<file path="src/rtl/alu_share_arbiter.sv">
// Round-robin shared 64-bit Y86 ALU (add/sub/and/xor) for NUM_REQ requesters.
// One op in flight: IDLE grants, EXEC computes, RESP holds result+ZF/SF/OF until the owner accepts.
module alu_share_arbiter #(
  parameter  int NUM_REQ = 2,
  parameter  int WIDTH   = 64,
  localparam int GW      = (NUM_REQ > 1) ? $clog2(NUM_REQ) : 1
) (
  input  logic                     clk,
  input  logic                     rst_n,
  input  logic [NUM_REQ-1:0]       req_valid_i,
  output logic [NUM_REQ-1:0]       req_ready_o,
  input  logic [NUM_REQ*WIDTH-1:0] req_a_i,
  input  logic [NUM_REQ*WIDTH-1:0] req_b_i,
  input  logic [NUM_REQ*2-1:0]     req_fun_i,
  output logic [NUM_REQ-1:0]       rsp_valid_o,
  input  logic [NUM_REQ-1:0]       rsp_ready_i,
  output logic [WIDTH-1:0]         rsp_result_o,
  output logic                     rsp_zf_o,
  output logic                     rsp_sf_o,
  output logic                     rsp_of_o,
  output logic                     busy_o
);

  typedef enum logic [1:0] {IDLE, EXEC, RESP} state_e;
  localparam logic [1:0] FN_ADD = 2'd0, FN_SUB = 2'd1, FN_AND = 2'd2, FN_XOR = 2'd3;

  state_e            state_q, state_d;
  logic [GW-1:0]     ptr_q, ptr_d, gnt_q, gnt_idx;
  logic              gnt_any;
  logic [WIDTH-1:0]  a_q, b_q, res_q;
  logic [1:0]        fun_q;
  logic              zf_q, sf_q, of_q;

  // Packed views: element i lines up with slice i of the flat ports.
  logic [NUM_REQ-1:0][WIDTH-1:0] a_arr, b_arr;
  logic [NUM_REQ-1:0][1:0]       fun_arr;
  assign a_arr   = req_a_i;
  assign b_arr   = req_b_i;
  assign fun_arr = req_fun_i;

  // Rotating priority scan starting at ptr_q.
  always_comb begin
    gnt_any = 1'b0;
    gnt_idx = '0;
    for (int i = 0; i < NUM_REQ; i++) begin
      logic [GW-1:0] k;
      k = GW'((int'(ptr_q) + i) % NUM_REQ);
      if (!gnt_any && req_valid_i[k]) begin
        gnt_any = 1'b1;
        gnt_idx = k;
      end
    end
  end

  // ALU
  logic [WIDTH-1:0] b_op, sum, alu_r;
  logic             alu_of;
  always_comb begin
    b_op   = (fun_q == FN_SUB) ? ~b_q : b_q;
    sum    = a_q + b_op + {{(WIDTH-1){1'b0}}, (fun_q == FN_SUB)};
    alu_r  = sum;
    alu_of = 1'b0;
    unique case (fun_q)
      FN_ADD: alu_of = (a_q[WIDTH-1] == b_q[WIDTH-1]) && (sum[WIDTH-1] != a_q[WIDTH-1]);
      FN_SUB: alu_of = (a_q[WIDTH-1] != b_q[WIDTH-1]) && (sum[WIDTH-1] != a_q[WIDTH-1]);
      FN_AND: alu_r  = a_q & b_q;
      FN_XOR: alu_r  = a_q ^ b_q;
      default: ;
    endcase
  end

  always_ff @(posedge clk or negedge rst_n) begin
    if (!rst_n) begin
      state_q <= IDLE;
      ptr_q   <= '0;
    end else begin
      state_q <= state_d;
      ptr_q   <= ptr_d;
    end
  end

  always_comb begin
    state_d = state_q;
    ptr_d   = ptr_q;
    unique case (state_q)
      IDLE: if (gnt_any) state_d = EXEC;
      EXEC: state_d = RESP;
      RESP: if (rsp_ready_i[gnt_q]) begin
        state_d = IDLE;
        ptr_d   = (gnt_q == GW'(NUM_REQ-1)) ? '0 : gnt_q + 1'b1;
      end
      default: state_d = IDLE;
    endcase
  end

  // Outputs; rst_n gate keeps req_ready low while reset is held with requests pending.
  always_comb begin
    req_ready_o = '0;
    rsp_valid_o = '0;
    busy_o      = (state_q != IDLE);
    if (state_q == IDLE && gnt_any && rst_n) req_ready_o = NUM_REQ'(1) << gnt_idx;
    if (state_q == RESP)                     rsp_valid_o = NUM_REQ'(1) << gnt_q;
  end

  always_ff @(posedge clk or negedge rst_n) begin
    if (!rst_n) begin
      gnt_q <= '0;
      a_q   <= '0;
      b_q   <= '0;
      fun_q <= '0;
      res_q <= '0;
      zf_q  <= 1'b0;
      sf_q  <= 1'b0;
      of_q  <= 1'b0;
    end else begin
      if (state_q == IDLE && gnt_any) begin
        gnt_q <= gnt_idx;
        a_q   <= a_arr[gnt_idx];
        b_q   <= b_arr[gnt_idx];
        fun_q <= fun_arr[gnt_idx];
      end
      if (state_q == EXEC) begin
        res_q <= alu_r;
        zf_q  <= (alu_r == '0);
        sf_q  <= alu_r[WIDTH-1];
        of_q  <= alu_of;
      end
    end
  end

  assign rsp_result_o = res_q;
  assign rsp_zf_o     = zf_q;
  assign rsp_sf_o     = sf_q;
  assign rsp_of_o     = of_q;

endmodule

</file>
<file path="config.mk">
export PLATFORM = sky130hd
export DESIGN_NAME = alu_share_arbiter
export DESIGN_NICKNAME = d
export VERILOG_FILES = /design/src/rtl/alu_share_arbiter.sv
export SDC_FILE = /design/constraint.sdc
export NUM_CORES = 1
export LEC_CHECK = 0
export CAP_MARGIN = 15
export CORE_MARGIN = 2
export CORE_UTILIZATION = 53
export CTS_CLUSTER_SIZE = 30
export DETAILED_ROUTE_END_ITERATION = 16
export GPL_ROUTABILITY_DRIVEN = 0
export PLACE_DENSITY_LB_ADDON = 0.08
export SYNTH_ARGS = -nofsm -noshare
export SYNTH_HDL_FRONTEND = slang
export SYNTH_SLANG_ARGS = --single-unit
</file>
<file path="constraint.sdc">
create_clock -name clk -period 6.8 [get_ports clk]
set_input_delay 2.04 -clock clk [delete_from_list [all_inputs] [get_ports clk]]
set_output_delay 2.04 -clock clk [all_outputs]
set_load 0.02 [all_outputs]
</file>
# ---- After elaboration in Yosys (flattened, before gate mapping)
# Cells that the tools add are included.
dict set report totals {
  regBits 201
  in_bits 266
  out_inout_bits 72
  wordCells 70
}
dict set report op_classes {
  add_sub_neg 4
  n_lt_le_gt_ge 4
  n_eq_ne 10
  n_shift 2
  muxes 25
  bitwise_logic 3
  reduce_logical 12
}
# operator n
set op_table {}
lappend op_table {{two-way mux 64 bit} 5}
lappend op_table {{case mux 64 bit (2 select lines)} 1}
lappend op_table {{adder 64 x 1 -> 64 bit} 1}
lappend op_table {{adder 64 bit} 1}
lappend op_table {{AND 64 bit} 1}
lappend op_table {{logical NOT 64 bit} 1}
lappend op_table {{NOT 64 bit} 1}
lappend op_table {{bitwise XOR 64 bit} 1}
lappend op_table {{two-way mux 2 bit} 6}
lappend op_table {{two-way mux 1 bit} 11}
lappend op_table {{less-than comparator 1 x 2 -> 1 bit, second input constant} 4}
lappend op_table {{== test 2 bit, second input constant} 3}
lappend op_table {{case mux 2 bit (3 select lines)} 1}
lappend op_table {{logical AND 1 bit} 5}
lappend op_table {{== test 2 x 1 -> 1 bit, second input constant} 2}
lappend op_table {{logical NOT 2 bit} 2}
lappend op_table {{inequality test 2 bit, second input constant} 2}
lappend op_table {{AND reduction 2 bit} 2}
lappend op_table {{left shift 1 x 1 -> 2 bit, first input constant} 2}
lappend op_table {{adder 1 bit, second input constant} 2}
lappend op_table {{inequality test 1 bit} 2}
lappend op_table {{case mux 1 bit (2 select lines)} 1}
lappend op_table {{nonzero test 2 bit} 1}
lappend op_table {{== test 1 bit} 1}
lappend op_table {{logical NOT 1 bit} 1}

# ---- Depth between registers and ports, before layout
dict set report logic_depth {
  depth_word 9
  depth_mapped 24
}

# ---- Worst setup path after synthesis
# Ideal clock, no wire load.
dict set report synth_path {
  kind {input -> output}
  startpoint {input req_valid_i[0]}
  endpoint {output req_ready_o[0]}
  t_arrival_ns 3.476
  slack_ns 1.284
  cell_stages 6
  path_buffers 3
  cell_sequence {inv_1 o21ai_0 clkbuf_1 clkbuf_1 buf_1 and3_1}
}
dict set report synth_between {
  elab_chain_cells 9
  word_cells_on_any_way 14
  classes_between {shift (1); mux (9); reduce/logical (4)}
}
# element line
set synth_rtl {}
lappend synth_rtl {{start: declaration} 10} ;# input logic [NUM_REQ-1:0] req_valid_i,
lappend synth_rtl {{two-way mux 1 bit (implied by the code) (2 in series)} 48} ;# if (!gnt_any && req_valid_i[k]) begin
lappend synth_rtl {{two-way mux 1 bit} 48}
lappend synth_rtl {{logical NOT 1 bit} 48}
lappend synth_rtl {{logical AND 1 bit} 48}
lappend synth_rtl {{two-way mux 1 bit} 48}
lappend synth_rtl {{logical AND 1 bit (2 in series)} 101} ;# if (state_q == IDLE && gnt_any && rst_n) req_ready_o = NUM_REQ'(1) << gnt_idx;
lappend synth_rtl {{two-way mux 2 bit (*)} 101}
lappend synth_rtl {{end: declaration} 11} ;# output logic [NUM_REQ-1:0] req_ready_o,
# Mark *: on every way between the ends. The rest lies on a longest branch, timed or not. The select of a mux whose other input is x is not followed.

# ---- Final worst setup path
dict set report layout_path {
  startpoint {register fun_q[0]}
  endpoint {register zf_q (netlist: rsp_zf_o)}
}
dict set report layout_between {
  elab_chain_cells 6
  word_cells_on_any_way 8
  classes_between {add/sub (2); eq/ne (3); mux (2); reduce/logical (1)}
}
# element line
set layout_rtl {}
lappend layout_rtl {{start: declaration} 31} ;# logic [1:0] fun_q;
lappend layout_rtl {{start signal: assignment} 120} ;# fun_q <= fun_arr[gnt_idx];
lappend layout_rtl {{== test 2 x 1 -> 1 bit} {59, 60}}
lappend layout_rtl {{two-way mux 64 bit} 59} ;# b_op = (fun_q == FN_SUB) ? ~b_q : b_q;
lappend layout_rtl {{adder 64 bit} 60} ;# sum = a_q + b_op + {{(WIDTH-1){1'b0}}, (fun_q == FN_SUB)};
lappend layout_rtl {{adder 64 x 1 -> 64 bit} 60}
lappend layout_rtl {{case mux 64 bit (2 select lines) (*)} 63} ;# unique case (fun_q)
lappend layout_rtl {{logical NOT 64 bit (*)} 124} ;# zf_q <= (alu_r == '0);
lappend layout_rtl {{end signal: assignment} 124}
lappend layout_rtl {{end: declaration} 32} ;# logic zf_q, sf_q, of_q;
# Mark *: on every way between the ends. The rest lies on a longest branch, timed or not.
# A chain may end at the register's enable or synchronous reset.

==> impl_metrics.csv <==
group,metric,value,unit
synthesis,synth_cell_types,84,
drt,ant_nets,0,
grt,grt_pass1_vias,14200,
synthesis,synth_cells,1912,
floorplanning,io_pins,338,
grt,use_met2,45.26,%
synthesis,synthSimpleGateAreaFrac,16.65,%
finish,drive_above_1_share,4.575,%
synthesis,synth_top_family_by_area,"compound AO/OA/AOI/OAI gates",
timing,tns,0,ps
clock_tree,htreeDepth,4,
clock_tree,cts.sinks,200,
synthesis,synth_ff_type,"dfrtp_1",
drt,wl_per_cell,18.41,um
place,place_hpwl,36430,um
clock_tree,cts_tree,"built",
synthesis,async_flop_share,100.0,%
drt,vias,15400,
run_status,outcome,"completed",
drt,wl,47020,um
drt,drcViolationCount,0,
synthesis,synthAdderAreaFrac,10.32,%
timing,setup_ws,1179,ps
floorplanning,rows,63,
setup_path,path_buf_inv,0,
clock_tree,clkTransAtPathRegs,80,ps
finish,layout_commonest_cell,"clkdlybuf4s50_1",
timing,max_freq,177.9,MHz
clock_tree,ctsHoldBuffers,0,
timing,fin_crit,5621,ps
finish,fin_nets,2550,
finish,syn2layout_area_growth,24.83,%
synthesis,synth_compound_area_share,20.04,%
drt,viasPerCell,6.030,
finish,final_cell_mix,"clkdlybuf4s50_1 (336), a21oi_1 (242), nor2_1 (238)",
synthesis,synth_edf_count,0,
synthesis,synth_mux_area_share,12.74,%
finish,num_antenna_cells,0,
synthesis,netlist_area,16190,sq um
floorplanning,fp.dieArea,31970,sq um
grt,busiest_layer,"met2",
timing,setup_viol,0,
timing,min_period_over_period,82.65,%
clock_tree,cts_setup_buffers,0,
grt,met1_usage,41.53,%
timing,tightest_slew,1153,ps
synthesis,ys_seq_area_share,30.91,%
clock_tree,numCtsBuffers,17,
floorplanning,initial_core_util,54.20,%
floorplanning,die_h,178.8,um
grt,grt_use_met3,5.004,%
floorplanning,coreArea,29870,sq um
setup_path,start_kind,"register",
synthesis,postSynthAreaPerCell,8.469,sq um
synthesis,synth_xor_xnor_area_share,5.517,%
setup_path,cp_cell_sequence,"nand2_4, xnor2_1, ha_1, a21oi_1, o21ai_0, a2111oi_1, nor3_1, nor2_1, nand2_1, xnor2_1, o21ai_0, a2111oi_4, and4_1, o2111ai_1, nand2_1",
timing,drv_slew,0,
grt,grt_use_total,29.00,%
hold_path,hold_path_class,"register to register",
run,drv_cap,0,
timing,finalClockSkew,11.99,ps
setup_path,crit_type,"register to register",
setup_path,required,7140,ps
setup_path,worst-path-max-fanout,44,
floorplanning,die_w,178.8,um
setup_path,end_kind,"register",
clock_tree,clock_latency,450,ps
grt,antenna_found_initial,0,
setup_path,cp.arrival,5960,ps
grt,grt_remaining_overflow,0,
setup_path,critPathTopFamily,"compound AO/OA/AOI/OAI gates",
synthesis,synth_seq_cells,200,
drt,dr.pass1.iters,6,
synthesis,syn_nets,2311,
clock_tree,cts_resized,0,
setup_path,crit_slowest_cell,"o21ai_0",
drt,first_iter_violations,1373,
synthesis,synth-warning-count,0,
timing,rsz0062_at_grt,"no",
setup_path,cp_slowest_stage_delay,890,ps
place,io_buffers,337,
grt,grt_max_degree,112,
timing,relSlewSlack,22.30,%
grt,grt_first_pass_wirelength,73890,um
timing,hold_viol_final,0,
clock_tree,root_buffer,"clkbuf_16",
place,preCtsSetupSlack,1239,ps
clock_tree,clk_path_buf_depth,2,
synthesized netlist by cell type (6+ instances only):
master,n,share of area [%]
a21oi_1,242,7.5
nor2_1,239,5.5
dfrtp_1,200,31
nand2_1,182,4.2
mux2i_1,178,11
ha_1,132,10
o21ai_0,103,3.2
clkbuf_1,89,2.1
xnor2_1,87,4.7
nand4_1,36,1.4
a21o_1,28,1.3
mux2_2,25,1.7
nor3_1,25,0.77
buf_2,20,0.62
nand3_1,18,0.56
o21a_1,18,0.83
nor2b_1,17,0.66
a211oi_1,16,0.74
a31oi_1,15,0.58
o211ai_1,15,0.70
xor2_1,15,0.81
buf_1,14,0.32
inv_1,14,0.32
o31ai_1,13,0.60
nand2b_1,11,0.42
o21ai_1,11,0.34
and4_1,8,0.43
nor4_1,8,0.31
o21bai_1,8,0.37
and2_1,7,0.27
or3_1,7,0.27
nor3b_1,6,0.28
final timing paths:
| kind | startpoint | endpoint | slack [ps] | cells past startpoint |
|---|---|---|---|---|
| min | rsp_result_o[33] | rsp_result_o[33] | 480 | 2 |
| min in group asynchronous | rst_n | ptr_q | 1400 | 1 |
| min reg2reg | rsp_result_o[33] | rsp_result_o[33] | 480 | 2 |
| max reg2reg | fun_q[0] | rsp_zf_o | 1180 | 15 |
| max in group asynchronous | rst_n | a_q[37] | 3620 | 3 |
| max | fun_q[0] | rsp_zf_o | 1180 | 15 |
worst min-delay path: cells and delay by family (launching register included):
kind	cells	cell delay (ps)
flip-flops	1	350
AND/OR/NAND/NOR	2	110
through the flow:
stage	hold WS, ps	cells	instance area (sq um)	util (%)
6_report	484.9	2554	20210	67.66
4_1_cts	487.1	2554	20210	67.66
3_3_place_gp	456.3	2522	19650	65.77
2_1_floorplan	463.6	1912	16190	-
3_5_place_dp	466.8	2522	19650	65.77
5_1_grt	511.5	2554	20210	67.66
registers in the layout, indices dropped and copies added, names as in the netlist:
register      cells
a_q              64
b_q              64
fun_q             2
gnt_q             1
ptr_q             1
rsp_of_o          1
rsp_result_o     64
rsp_zf_o          1
state_q           2
area by class of cell:
class	count	area, sq um
Multi-Input combinational cell	1566	10610
Fill cell	2482	9661
Sequential cell	200	5012
Timing Repair Buffer	352	3490
Tap cell	390	488.0
Clock buffer	18	429.2
Clock inverter	14	136.4
Inverter	14	52.55
kinds of logic (layout without fill, tap and decap cells):
| logic type | after synthesis | in the layout |
|---|---|---|
| DFF | 200 | 200 |
| buffers and inverters | 146 | 398 |
| adders and majority gates | 133 | 133 |
| xor gates and xnor gates | 102 | 102 |
| AOI/OAI and AO/OA | 537 | 537 |
| and+or+nand+nor | 591 | 591 |
| muxes | 203 | 203 |
metal layers:
metal,vias up,share of wire [%]
met5,-,0
met4,0,2.3
met3,91,9.4
met2,802,44
met1,7120,44
li1,7387,-
Power is left out: the tool's default activity adds up to more than one toggle a clock period on the data nets, which glitch-free logic cannot reach.
